## src/rtl/pc_pkg.sv

```systemverilog
// pc_pkg: shared types for the program-counter unit.
//   pc_sel_t      - next-PC source selector
//   pc_sel_encode - fixed-priority encoder jal > ret > jump > branch > inc
package pc_pkg;

  typedef enum logic [2:0] {
    SEL_INC,
    SEL_BRANCH,
    SEL_JUMP,
    SEL_RET,
    SEL_JAL
  } pc_sel_t;

  function automatic pc_sel_t pc_sel_encode(input logic jal_en,
                                            input logic ret_en,
                                            input logic jump_en,
                                            input logic branch_en);
    if (jal_en)         return SEL_JAL;
    else if (ret_en)    return SEL_RET;
    else if (jump_en)   return SEL_JUMP;
    else if (branch_en) return SEL_BRANCH;
    else                return SEL_INC;
  endfunction

endpackage

```

## src/rtl/pc_unit_if.sv

```systemverilog
// pc_unit_if: control/status bundle between the decoder (master) and the
// program-counter unit (slave).
//   master drives : stall, jal_en, ret_en, jump_en, branch_en, src2
//   slave drives  : pc, rlink, ras_count, ras_empty, ras_full,
//                   ras_overflow, ras_underflow
interface pc_unit_if #(
  parameter int WIDTH     = 16,
  parameter int RAS_DEPTH = 4
);
  localparam int CNT_W = $clog2(RAS_DEPTH + 1);

  logic             stall;
  logic             jal_en;
  logic             ret_en;
  logic             jump_en;
  logic             branch_en;
  logic [WIDTH-1:0] src2;

  logic [WIDTH-1:0] pc;
  logic [WIDTH-1:0] rlink;
  logic [CNT_W-1:0] ras_count;
  logic             ras_empty;
  logic             ras_full;
  logic             ras_overflow;
  logic             ras_underflow;

  modport master (
    output stall, jal_en, ret_en, jump_en, branch_en, src2,
    input  pc, rlink, ras_count, ras_empty, ras_full, ras_overflow, ras_underflow
  );

  modport slave (
    input  stall, jal_en, ret_en, jump_en, branch_en, src2,
    output pc, rlink, ras_count, ras_empty, ras_full, ras_overflow, ras_underflow
  );

endinterface

```

## src/rtl/return_stack.sv

```systemverilog
// return_stack: circular return-address stack.
//   clk, reset_n   - clock, asynchronous active-low reset
//   push/push_data - write push_data as new top (overwrites oldest when full)
//   pop            - discard top (ignored when empty)
//   top            - current top entry, combinational from state
//   count          - valid entries; full/empty derived from it
//   overflow       - pulse: push while full
//   underflow      - pulse: pop while empty
// The caller guarantees push and pop are never asserted together.
module return_stack import pc_pkg::*; #(
  parameter int WIDTH = 16,
  parameter int DEPTH = 4
) (
  input  logic                       clk,
  input  logic                       reset_n,
  input  logic                       push,
  input  logic                       pop,
  input  logic [WIDTH-1:0]           push_data,
  output logic [WIDTH-1:0]           top,
  output logic [$clog2(DEPTH+1)-1:0] count,
  output logic                       full,
  output logic                       empty,
  output logic                       overflow,
  output logic                       underflow
);
  localparam int PTR_W = $clog2(DEPTH);
  localparam int CNT_W = $clog2(DEPTH + 1);

  logic [WIDTH-1:0] mem [DEPTH];
  // sp_reg is the slot the next push writes; the top lives one below it.
  logic [PTR_W-1:0] sp_reg;
  logic [CNT_W-1:0] count_reg;
  logic [PTR_W-1:0] sp_inc;
  logic [PTR_W-1:0] sp_dec;

  // Explicit wrap so non-power-of-two depths stay circular.
  assign sp_inc = (sp_reg == PTR_W'(DEPTH - 1)) ? '0 : sp_reg + 1'b1;
  assign sp_dec = (sp_reg == '0) ? PTR_W'(DEPTH - 1) : sp_reg - 1'b1;

  assign top       = mem[sp_dec];
  assign count     = count_reg;
  assign full      = (count_reg == CNT_W'(DEPTH));
  assign empty     = (count_reg == '0);
  assign overflow  = push & full;
  assign underflow = pop & empty;

  always_ff @(posedge clk or negedge reset_n) begin
    if (!reset_n) begin
      sp_reg    <= '0;
      count_reg <= '0;
    end else if (push) begin
      // When full, sp_reg already points at the oldest entry, so the write
      // below overwrites it and the count saturates.
      sp_reg <= sp_inc;
      if (!full) count_reg <= count_reg + 1'b1;
    end else if (pop && !empty) begin
      sp_reg    <= sp_dec;
      count_reg <= count_reg - 1'b1;
    end
  end

  // Entry contents need no reset.
  always_ff @(posedge clk) begin
    if (push) mem[sp_reg] <= push_data;
  end

endmodule

```

## src/rtl/pc_unit.sv

```systemverilog
// pc_unit: registered program counter with return-address stack.
//   clk, reset_n - clock, asynchronous active-low reset
//   bus (slave)  - stall and jal/ret/jump/branch enables with src2 in;
//                  pc, rlink, ras_count/empty/full and sticky
//                  ras_overflow/ras_underflow out (all registered state)
// Next PC priority: jal > ret > jump > branch > increment. stall holds all
// state. A return on an empty stack falls back to src2.
module pc_unit import pc_pkg::*; #(
  parameter int              WIDTH     = 16,
  parameter int              RAS_DEPTH = 4,
  parameter logic [WIDTH-1:0] RESET_PC = '0
) (
  input  logic    clk,
  input  logic    reset_n,
  pc_unit_if.slave bus
);
  localparam int CNT_W = $clog2(RAS_DEPTH + 1);

  pc_sel_t          sel;
  logic [WIDTH-1:0] pc_reg, pc_next;
  logic [WIDTH-1:0] rlink_reg, rlink_next;
  logic [WIDTH-1:0] pc_plus1;
  logic             ovf_reg, unf_reg;
  logic             push, pop;
  logic [WIDTH-1:0] ras_top;
  logic [CNT_W-1:0] ras_count;
  logic             ras_full, ras_empty, ras_ovf_pulse, ras_unf_pulse;

  assign sel      = pc_sel_encode(bus.jal_en, bus.ret_en, bus.jump_en, bus.branch_en);
  assign pc_plus1 = pc_reg + 1'b1;

  // Stack side effects only for the winning selection, never during stall.
  assign push = !bus.stall && (sel == SEL_JAL);
  assign pop  = !bus.stall && (sel == SEL_RET);

  return_stack #(
    .WIDTH (WIDTH),
    .DEPTH (RAS_DEPTH)
  ) u_ras (
    .clk       (clk),
    .reset_n   (reset_n),
    .push      (push),
    .pop       (pop),
    .push_data (pc_plus1),
    .top       (ras_top),
    .count     (ras_count),
    .full      (ras_full),
    .empty     (ras_empty),
    .overflow  (ras_ovf_pulse),
    .underflow (ras_unf_pulse)
  );

  always_comb begin
    pc_next    = pc_plus1;
    rlink_next = rlink_reg;
    unique case (sel)
      SEL_JAL: begin
        pc_next    = bus.src2;
        rlink_next = pc_plus1;
      end
      SEL_RET:    pc_next = ras_empty ? bus.src2 : ras_top;
      SEL_JUMP:   pc_next = bus.src2;
      // src2 is already WIDTH bits, so modulo-2^WIDTH addition is the
      // same as adding the sign-extended offset.
      SEL_BRANCH: pc_next = pc_reg + bus.src2;
      default:    pc_next = pc_plus1;
    endcase
  end

  always_ff @(posedge clk or negedge reset_n) begin
    if (!reset_n) begin
      pc_reg    <= RESET_PC;
      rlink_reg <= '0;
      ovf_reg   <= 1'b0;
      unf_reg   <= 1'b0;
    end else if (!bus.stall) begin
      pc_reg    <= pc_next;
      rlink_reg <= rlink_next;
      if (ras_ovf_pulse) ovf_reg <= 1'b1;
      if (ras_unf_pulse) unf_reg <= 1'b1;
    end
  end

  assign bus.pc            = pc_reg;
  assign bus.rlink         = rlink_reg;
  assign bus.ras_count     = ras_count;
  assign bus.ras_empty     = ras_empty;
  assign bus.ras_full      = ras_full;
  assign bus.ras_overflow  = ovf_reg;
  assign bus.ras_underflow = unf_reg;

endmodule

```

## src/flat_wrapper.sv

```systemverilog
// flat-port wrapper written by rule: the top's interface ports become plain ports
module pc_unit_flat import pc_pkg::*;
#(
  parameter int              WIDTH     = 16,
  parameter int              RAS_DEPTH = 4,
  parameter logic [WIDTH-1:0] RESET_PC = '0
)
  (clk, reset_n, bus_stall, bus_jal_en, bus_ret_en, bus_jump_en, bus_branch_en, bus_src2, bus_pc, bus_rlink, bus_ras_count, bus_ras_empty, bus_ras_full, bus_ras_overflow, bus_ras_underflow);
  pc_unit_if #(.WIDTH(WIDTH), .RAS_DEPTH(RAS_DEPTH)) bus_i ();
  input  logic clk;
  input  logic reset_n;
  input wire logic [$bits(bus_i.stall)-1:0] bus_stall;
  input wire logic [$bits(bus_i.jal_en)-1:0] bus_jal_en;
  input wire logic [$bits(bus_i.ret_en)-1:0] bus_ret_en;
  input wire logic [$bits(bus_i.jump_en)-1:0] bus_jump_en;
  input wire logic [$bits(bus_i.branch_en)-1:0] bus_branch_en;
  input wire logic [$bits(bus_i.src2)-1:0] bus_src2;
  output wire logic [$bits(bus_i.pc)-1:0] bus_pc;
  output wire logic [$bits(bus_i.rlink)-1:0] bus_rlink;
  output wire logic [$bits(bus_i.ras_count)-1:0] bus_ras_count;
  output wire logic [$bits(bus_i.ras_empty)-1:0] bus_ras_empty;
  output wire logic [$bits(bus_i.ras_full)-1:0] bus_ras_full;
  output wire logic [$bits(bus_i.ras_overflow)-1:0] bus_ras_overflow;
  output wire logic [$bits(bus_i.ras_underflow)-1:0] bus_ras_underflow;
  assign bus_i.stall = bus_stall;
  assign bus_i.jal_en = bus_jal_en;
  assign bus_i.ret_en = bus_ret_en;
  assign bus_i.jump_en = bus_jump_en;
  assign bus_i.branch_en = bus_branch_en;
  assign bus_i.src2 = bus_src2;
  assign bus_pc = bus_i.pc;
  assign bus_rlink = bus_i.rlink;
  assign bus_ras_count = bus_i.ras_count;
  assign bus_ras_empty = bus_i.ras_empty;
  assign bus_ras_full = bus_i.ras_full;
  assign bus_ras_overflow = bus_i.ras_overflow;
  assign bus_ras_underflow = bus_i.ras_underflow;
  pc_unit #(.WIDTH(WIDTH), .RAS_DEPTH(RAS_DEPTH), .RESET_PC(RESET_PC)) u_core (.clk(clk), .reset_n(reset_n), .bus(bus_i));
endmodule
```

## config.mk

```make
export PLATFORM = sky130hd
export DESIGN_NAME = pc_unit_flat
export DESIGN_NICKNAME = d
export VERILOG_FILES = /design/src/rtl/pc_pkg.sv /design/src/rtl/pc_unit_if.sv /design/src/rtl/return_stack.sv /design/src/rtl/pc_unit.sv /design/src/flat_wrapper.sv
export SDC_FILE = /design/constraint.sdc
export NUM_CORES = 1
export LEC_CHECK = 0
export BUFFER_PORTS_ARGS = -buffer_cell sky130_fd_sc_hd__buf_2
export CORE_MARGIN = 3
export CORE_UTILIZATION = 59
export CTS_CLUSTER_DIAMETER = 50
export DETAILED_ROUTE_END_ITERATION = 10
export MAX_ROUTING_LAYER = met4
export PLACE_DENSITY = 0.82
export SLEW_MARGIN = 20
export SYNTH_ARGS = -nofsm -noshare
export SYNTH_HDL_FRONTEND = slang
export SYNTH_HIERARCHICAL = 1
export SYNTH_SLANG_ARGS = --single-unit
```

## constraint.sdc

```tcl
create_clock -name clk -period 3.45 [get_ports clk]
set_input_delay 0.5175 -clock clk [delete_from_list [all_inputs] [get_ports clk]]
set_output_delay 0.5175 -clock clk [all_outputs]
set_load 0.03 [all_outputs]
```

After elaboration in Yosys (flattened, before gate mapping)
Memories as Yosys holds them, arrays and structs flattened.
Index checks and enable logic that the tools add are counted.
{"block": "classes", "n_addsub": 6, "multipliers": 0, "n_div": 0, "order_cmp": 0, "eq_ne": 7, "shifts": 0, "muxes": 15, "bitwise": 3, "reduce_logical": 13}
{"cell": "16-bit one-hot mux with 3 select lines", "n": 1}
{"cell": "3-bit two-way mux", "n": 6}
{"cell": "16-bit by 1-bit adder with 16-bit output (second input constant)", "n": 1}
{"cell": "16-bit adder", "n": 1}
{"cell": "16-bit two-way mux", "n": 1}
{"cell": "2-bit two-way mux", "n": 4}
{"cell": "2-bit AND reduction", "n": 4}
{"cell": "3-bit by 2-bit equality test with 1-bit output (second input constant)", "n": 2}
{"cell": "3-bit equality test (second input constant)", "n": 2}
{"cell": "3-bit by 1-bit adder with 3-bit output (second input constant)", "n": 1}
{"cell": "3-bit by 1-bit equality test with 1-bit output (second input constant)", "n": 1}
{"cell": "1-bit logical AND", "n": 3}
{"cell": "3-bit logical NOT", "n": 1}
{"cell": "1-bit two-way mux", "n": 3}
{"cell": "3-bit by 1-bit subtractor with 3-bit output (second input constant)", "n": 1}
{"cell": "2-bit by 1-bit adder with 2-bit output (second input constant)", "n": 1}
{"cell": "1-bit bitwise AND", "n": 2}
{"cell": "2-bit equality test (second input constant)", "n": 1}
{"cell": "1-bit logical NOT", "n": 2}
{"cell": "2-bit logical NOT", "n": 1}
{"cell": "2-bit inequality test (second input constant)", "n": 1}
{"cell": "2-bit nonzero test", "n": 1}
{"cell": "2-bit OR reduction", "n": 1}
{"cell": "2-bit by 1-bit subtractor with 2-bit output (second input constant)", "n": 1}
{"cell": "1-bit inverter", "n": 1}
{"block": "totals", "reg_bits": 39, "latchBits": 0, "ram_bits": 64, "rom_bits": 0, "inputBits": 23, "output_inout_bits": 39, "elab_cells": 51, "memories": 1}
{"memory": "u_core.u_ras.mem", "words": 4, "width": 16, "rd": 1, "rd_ports_with_merged_regs": 0, "write_ports": 1, "line": "return_stack.sv:29", "source": "logic [WIDTH-1:0] mem [DEPTH];"}

Depth between registers and ports, before layout
Gate-level depths: netlist (run 1).
{"block": "logic_depth", "word_depth": 9, "ltp_mapped": 12, "depth_no_buf": 9}

By module
The synthesis (run 1) kept the hierarchy.
{"module": "return_stack", "n_inst": 1, "cells_each": 144, "area_each_um2": 2815.2, "seq_area_each_um2": 2047.0}
{"module": "pc_unit", "n_inst": 1, "cells_each": 324, "area_each_um2": 2772.7, "seq_area_each_um2": 850.8}

Least setup slack after synthesis (run 1)
Ideal clock, no wire load.
{"block": "synth_timing", "path_kind": "register to register", "from": "reg u_core.u_ras.count_reg[0] (netlist: u_core/u_ras/count[0])", "to": "reg u_core.pc_reg[2] (netlist: u_core/bus.pc[2])", "setup_time_ns": 0.121, "arrival_time_ns": 2.764, "t_required_ns": 3.329, "path_slack_ns": 0.565, "stages_incl_launch_ff": 10, "n_path_buf": 2, "period_less_slack_ns": 2.885, "path_cell_list": "dfrtp_1 > buf_2 > nor3_1 > clkbuf_1 > mux2_2 > a21oi_1 > nor2_1 > a221oi_1 > a31oi_1 > o22a_1"}
{"block": "synth_between", "elab_chain_len": 3}
{"element": "start: declaration", "line": "return_stack.sv:32", "source": "logic [CNT_W-1:0] count_reg;"}
{"element": "start signal: assignment", "line": "return_stack.sv:55", "source": "if (!full) count_reg <= count_reg + 1'b1;"}
{"element": "start signal: assignment", "line": "return_stack.sv:58", "source": "count_reg <= count_reg - 1'b1;"}
{"element": "3-bit logical NOT", "line": "return_stack.sv:43", "source": "assign empty = (count_reg == '0);"}
{"element": "via bus_ras_empty", "line": "flat_wrapper.sv:21", "source": "output wire logic [$bits(bus_i.ras_empty)-1:0] bus_ras_empty;"}
{"element": "16-bit two-way mux", "line": "pc_unit.sv:61", "source": "SEL_RET: pc_next = ras_empty ? bus.src2 : ras_top;"}
{"element": "16-bit one-hot mux with 3 select lines", "line": "pc_unit.sv:56", "source": "unique case (sel)"}
{"element": "end signal: assignment", "line": "pc_unit.sv:77", "source": "pc_reg <= pc_next;"}
{"element": "end: declaration", "line": "pc_unit.sv:20", "source": "logic [WIDTH-1:0] pc_reg, pc_next;"}
The timed path passes the listed nets, and every way through them passes these cells.
A chain may end at the register's enable or synchronous reset.

Worst setup path after layout (run 1)
{"block": "layout_timing", "from": "reg u_core.u_ras.sp_reg[0]", "to": "reg u_core.pc_reg[15] (netlist: u_core/bus.pc[15])"}
{"block": "layout_between", "elab_chain_len": 5, "elab_cells_between_ends": 6, "classes_between": "add/sub (1); mux (3); reduce/logical (1); memory (1)"}
{"element": "start: declaration", "line": "return_stack.sv:31", "source": "logic [PTR_W-1:0] sp_reg;"}
{"element": "start signal: assignment", "line": "return_stack.sv:54", "source": "sp_reg <= sp_inc;"}
{"element": "start signal: assignment", "line": "return_stack.sv:57", "source": "sp_reg <= sp_dec;"}
{"element": "2-bit by 1-bit subtractor with 2-bit output or 2-bit logical NOT (tied branches)", "line": "return_stack.sv:38", "source": "assign sp_dec = (sp_reg == '0) ? PTR_W'(DEPTH - 1) : sp_reg - 1'b1;"}
{"element": "2-bit two-way mux *", "line": "return_stack.sv:38"}
{"element": "memory 4 x 16 bit *"}
{"element": "via u_core.ras_top[15]", "line": "pc_unit.sv:25", "source": "logic [WIDTH-1:0] ras_top;"}
{"element": "16-bit two-way mux *", "line": "pc_unit.sv:61"}
{"element": "16-bit one-hot mux with 3 select lines *", "line": "pc_unit.sv:56"}
The timed path passes the listed nets; every way through them passes the cells marked *.

==> results of run 1 <==
[layer usage]
metal,up-vias,part of all wire [%]
met1,2022,42
li1,1895,-
met4,0,0.82
met2,179,48
met3,11,8.5
met5,-,0
[cell type report]
cell class	count	area [um2]	share of cell area (%)
multi-input combinational	321	2490	40.0
timing repair buffer	74	403	6.49
clock inverter	7	65.1	1.05
tap	126	158	2.54
sequential	103	2900	46.7
clock buffer	9	124	2.00
inverter	20	75.1	1.21
[how the worst max path moves through the flow]
stage | start | end | slack (ns) | depth (start not counted)
after detailed placement | u_core/u_ras/sp_reg[0] | u_core/bus.pc[15] | 0.71 | 8
after global routing | u_core/u_ras/sp_reg[0] | u_core/bus.pc[15] | 0.50 | 8
after floorplan | u_core/u_ras/count[0] | u_core/bus.pc[2] | 0.56 | 9
after global placement | u_core/u_ras/sp_reg[0] | u_core/bus.pc[15] | 0.77 | 8
final | u_core/u_ras/sp_reg[0] | u_core/bus.pc[15] | 0.65 | 8
after CTS | u_core/u_ras/sp_reg[0] | u_core/bus.pc[15] | 0.64 | 8
[through the flow]
| stage | std cells | utilization [%] |
|---|---|---|
| after floorplan | 468 | - |
| after global placement | 644 | 67.1 |
| after detailed placement | 644 | 67.1 |
| after CTS | 660 | 69.2 |
| after global routing | 660 | 69.2 |
| final | 660 | 69.2 |
[power breakdown]
part / internal [mW] / switching [mW]
clock: 0.279 / 0.443
combinational: 0.769 / 1.18
sequential: 1.60 / 0.211
total: 2.65 / 1.83
[layout by cell type (no fill, tap or decap), types with 4 or more instances in the layout]
master and n:
o21ai_0 23, xnor2_1 17, a221oi_1 13, nor3_1 9, nand3_1 12, a222oi_1 5
and2_1 9, dfrtp_1 39, a21oi_1 23, edfxtp_1 64, inv_1 20, nor2_1 25
mux4_1 5, mux2_2 8, buf_2 61, ha_1 21, a21o_1 10, nand2_1 42
xor2_1 6, mux4_2 6, clkbuf_8 9, buf_4 13, mux2i_1 16, o22ai_1 4
o21a_1 4
[kinds of logic after synthesis]
| logic type | Yosys count | share of synthesized area, % |
|---|---|---|
| AND/OR/NAND/NOR | 127 | 11.8 |
| AO/OA/AOI/OAI | 111 | 13.8 |
| flip-flops | 103 | 51.9 |
| buffers and inverters | 44 | 3.65 |
| multiplexers | 35 | 9.25 |
| XOR/XNOR | 25 | 4.19 |
| adder cells (fa/ha/maj) | 23 | 5.42 |
==> results.yml, run 1 <==
timing:
  finalHoldWorstSlack_ns: 0.294
  layout_worst_path_cycle_share_pct: 81.0
  period_needed_ns: 2.80
  max_slew_violation_count: 0
  totalNegativeSetupSlack_ns: 0
  setup_viol_count_final: 0
  fin_ws_ns: 0.655
  rsz0062_at_grt: "no"
  clock_skew_after_layout_ns: 0.0129
  timing.fmax_ghz: 0.358
  hold_viol_final: 0
  timing.max_slew.rel_slack_pct: 35.6
  timing_worst_slew_pin_value_ns: 0.966
synth:
  synthTopCellsByCount: "edfxtp_1, nand2_1, dfrtp_1, nor2_1"
  syn_area_per_cell_um2: 11.9
  ys_warn_count: 6
  synth_top_cells_by_area: "edfxtp_1, dfrtp_1, ha_1"
  synth-edff-count: 64
  syn_inst: 468
  yosysUniqueCellTypes: 65
  postSynthNetCount: 514
  top_count_cell_post_synth: "edfxtp_1"
  postSynth.asyncResetShare_pct: 37.9
  yosys.area.top_type: "edfxtp_1"
  top_ff_cell_synth: "edfxtp_1"
  syn-cell-area_um2: 5590
  synth-seq-area-share_pct: 51.9
  synth.ff_latch_count: 103
  netlist.area_leader.share_pct: 34.4
cts:
  cts_max_path_buffers: 2
  post_cts_repair_setup_buffers: 0
  cts_repair_resized_insts: 0
  cts_hold_buf: 0
  h-tree-depth: 3
  cts_tree: "done"
  clock_latency_ns: 0.37
  number_of_clock_buffers_inserted_by_tritoncts: 9
  tritoncts_num_sinks: 103
  clk_root_buffer_cell: "clkbuf_8"
  cts.clk_slew.worst_paths_ns: 0.10
final_layout:
  num-nets-final: 575
  number_of_flip_flops_under_the_largest_register_name: 64
  filler_cell_count: 668
  n_antenna_cell: 0
  syn_to_final_growth_pct: 11.1
  drive_gt1_share_pct: 21.7
  stdcell_area_um2: 6210
floorplan:
  design.core.area_um2: 8980
  fp.dieArea_um2: 10700
  initial_core_util_pct: 62.3
  floorplan.rows: 34
  pin_count: 62
  floorplan.die.height_um: 103
  die_w_um: 103
min_path:
  hold_path.class: "in2async"
critical_path:
  crit_slowest_cell: "dfrtp_1"
  crit-reg2reg-launch: "u_core/u_ras/sp_reg[0]"
  maximum_fanout_along_the_worst_path: 8
  critical_path_arrival_ns: 3.06
  cp.required_ns: 3.71
  worst_setup_path_end_kind: "flop"
  worst-r2r-setup-slack_ns: 0.65
  cp_cell_sequence: "inv_1, ha_1, nor2b_4, mux4_2, a31oi_1, o21ai_0, a2111o_1, o221a_2"
  cp_num_buf_inv: 1
  critical_path.reg2reg.endpoint: "u_core/bus.pc[15]"
  cp_slowest_stage_delay_ns: 0.55
  startpoint_type: "flop"
  critPathTopFamily: "compound AO/OA/AOI/OAI gates"
  reg2reg_depth: 8
  critPathKind: "reg2reg"
drt:
  route.detailed.vias_per_inst: 6.22
  drt.antenna.violating_nets: 0
  vias: 4107
  drtIter0Drc: 257
  drtPass1Iterations: 5
  detail_route.wl_per_cell_um: 20.3
  totalWireLength_um: 13400
  route.detailed.drc: 0
power:
  peakVddDrop_mv: 0.592
  p_leak_nw: 2.55
  finalPower_mw: 4.48
  cellPowerDensity_nw_per_um2: 721
grt:
  grt_use_met2_pct: 42.5
  gr-usage-met3_pct: 5.70
  grt-busiest-layer: "met2"
  maximum_number_of_pins_on_one_net_before_global_route_repair: 40
  met1_usage_pct: 37.3
  number_of_global_route_vias_before_repair: 3873
  globalRoute.totalOverflow: 0
  grt_first_pass_wirelength_um: 21000
  grt_util_all_layers_pct: 27.3
  grt_antenna_before_repair: 0
run_status:
  status: "completed"
placement:
  io_buffers: 61
  detailedPlace.worstSlack_ns: 0.712
  dpl.hpwl_um: 9710
  place_area_um2: 6020
  place_congestion: 0.941
flow_run:
  drv_cap: 0
Note: power is estimated with default switching activity, not from simulation.
==> run 2: changes to the inputs <==
clock period = 2.6 ns   (was 3.45 ns; I/O delays follow)
==> run 2 against run 1 <==
Core utilization rose by 1.4 points; count of clock-buffer cells in the layout rose by 1; first-iteration DRC count rose by 15%; total power rose by 37%; combinational power rose by 40%; critical path depth did not move; sequential power rose by 30%; via count rose by 2.0%; largest cell class unchanged; largest power group unchanged.
==> results.yml, run 2 (same netlist as run 1, synthesis figures left out) <==
critical_path:
  worst_setup_path_end_kind: "flop"
  maximum_fanout_along_the_worst_path: 5
  cp_slowest_stage_delay_ns: 0.51
  critPathKind: "reg2reg"
  crit_slowest_cell: "mux4_2"
  cp.required_ns: 2.86
  startpoint_type: "flop"
  critical_path_arrival_ns: 2.65
  cp_cell_sequence: "inv_1, ha_1, nor2b_4, mux4_2, a31oi_1, o21ai_0, a2111o_1, o221a_2"
final_layout:
  finish.cell_count_without_fillers: 672
  core_occupancy_in_the_finished_layout_pct: 70.5
  area_used_by_multi_input_combinational_logic_um2: 2490
  stdcell_area_um2: 6330
  syn_to_final_growth_pct: 13.3
  most-common-layout-cells: "edfxtp_1, buf_2, nand2_1, dfrtp_1"
  number_of_flip_flops_under_the_largest_register_name: 64
  sequential_cell_area_um2: 2900
  num-nets-final: 587
  layout.cells.most_common: "edfxtp_1"
  drive_gt1_share_pct: 24.0
  filler_cell_count: 643
  n_antenna_cell: 0
grt:
  grt_util_all_layers_pct: 27.7
  globalRoute.totalOverflow: 0
  number_of_global_route_vias_before_repair: 4145
  grt_first_pass_wirelength_um: 21600
  grt_antenna_before_repair: 0
  maximum_number_of_pins_on_one_net_before_global_route_repair: 40
floorplan:
  floorplan.die.height_um: 103
  initial_core_util_pct: 62.3
  design.core.area_um2: 8980
  fp.dieArea_um2: 10700
  die_w_um: 103
  floorplan.rows: 34
  pin_count: 62
timing:
  finalHoldWorstSlack_ns: 0.162
  timing.fmax_ghz: 0.417
  layout_worst_path_cycle_share_pct: 92.3
  rsz0062_at_grt: "no"
  max_slew_violation_count: 0
  hold_viol_final: 0
  timing.max_slew.rel_slack_pct: 36.5
  timing_worst_slew_pin_value_ns: 0.953
  period_needed_ns: 2.40
  clock_skew_after_layout_ns: 0.0131
  totalNegativeSetupSlack_ns: 0
  fin_ws_ns: 0.201
  setup_viol_count_final: 0
flow_run:
  drv_cap: 0
power:
  p_leak_nw: 2.62
  clock_power_share_pct: 17.3
  cellPowerDensity_nw_per_um2: 972
  internal_power_mw: 3.69
  power.sequential.fraction_pct: 38.3
  netSwitchingFraction_pct: 39.9
  finalPower_mw: 6.15
  comb_power_share_pct: 44.4
  peakVddDrop_mv: 0.568
  power_switching_mw: 2.46
cts:
  cts_tree: "done"
  clk_root_buffer_cell: "clkbuf_8"
  post_cts_repair_setup_buffers: 0
  cts_max_path_buffers: 2
  cts.clk_slew.worst_paths_ns: 0.10
  clock_latency_ns: 0.37
  h-tree-depth: 3
  number_of_clock_buffers_inserted_by_tritoncts: 9
  tritoncts_num_sinks: 103
drt:
  drtIter0Drc: 296
  totalWireLength_um: 13600
  detail_route.wl_per_cell_um: 20.3
  route.detailed.vias_per_inst: 6.24
  route.detailed.drc: 0
  vias: 4190
  drt.antenna.violating_nets: 0
  drtPass1Iterations: 5
placement:
  dpl.hpwl_um: 10000
  place_congestion: 0.986
  detailedPlace.worstSlack_ns: 0.170
  dp.cells: 656
  io_buffers: 61
  place_area_um2: 6110
run_status:
  status: "completed"
min_path:
  hold_path.class: "in2async"
## run 2: cell count changes in the layout (fill, tap and decap cells not counted), sizes merged
cell / previous run / this run
buf: 74 / 86
bufinv: 0 / 1
clkbuf: 9 / 10
inv: 24 / 22
## run 2: power groups by stage
stage               Combinational (mW)  Sequential, mW  Clock (mW)
floorplan                         1.61            2.69           0
global placement                  2.62            2.37           0
detailed placement                2.70            2.39           0
CTS                               2.71            2.36        1.09
global route                      2.95            2.40        1.15
finish                            2.73            2.36        1.06
## run 2: per-layer routing
layer | up-vias | global-route usage, % | share of wire (%)
met5 | - | - | 0
met3 | 27 | 4.96 | 7.4
met4 | 0 | 8.76 | 2.0
li1 | 1916 | - | -
met1 | 2058 | 39.1 | 43
met2 | 189 | 41.3 | 48
## run 2: cell type report
cell class / count / share of cell area, %
inverters: 20 / 1.19
repair buffers: 86 / 7.79
clock buffers: 10 / 2.17
clock inverters: 6 / 1.19
multi-input cells: 321 / 39.4
well taps: 126 / 2.49
flip-flops and latches: 103 / 45.8
## run 2: worst paths after layout
| check | start | end | slack (ns) | cells past startpoint |
|---|---|---|---|---|
| worst max-delay path | u_core/u_ras/sp_reg[0] | u_core/bus.pc[15] | 0.20 | 8 |
| worst min-delay path | reset_n | u_core/bus.rlink[2] | 0.16 | 1 |
| worst max register to register | u_core/u_ras/sp_reg[0] | u_core/bus.pc[15] | 0.20 | 8 |
| worst min register to register | u_core/bus.ras_overflow | u_core/bus.ras_overflow | 0.47 | 1 |
| max in group asynchronous | reset_n | u_core/bus.pc[7] | 1.84 | 1 |
| min in group clk | bus_src2[11] | u_core/bus.pc[11] | 0.40 | 3 |
## run 2: worst max-delay path, delay by kind of cell (launching register included)
family / cells / cell delay [ns]
AOI/OAI and AO/OA: 4 / 0.86
muxes: 1 / 0.51
DFF: 1 / 0.43
adders and majority gates: 1 / 0.25
and+or+nand+nor: 1 / 0.15
buffers and inverters: 1 / 0.11
## run 2: timing repair
action                                 CTS  global route
gates resized for setup                  0             1
endpoints found under the hold margin    0             0
hold buffers                             0             0
setup endpoints to repair                0             2
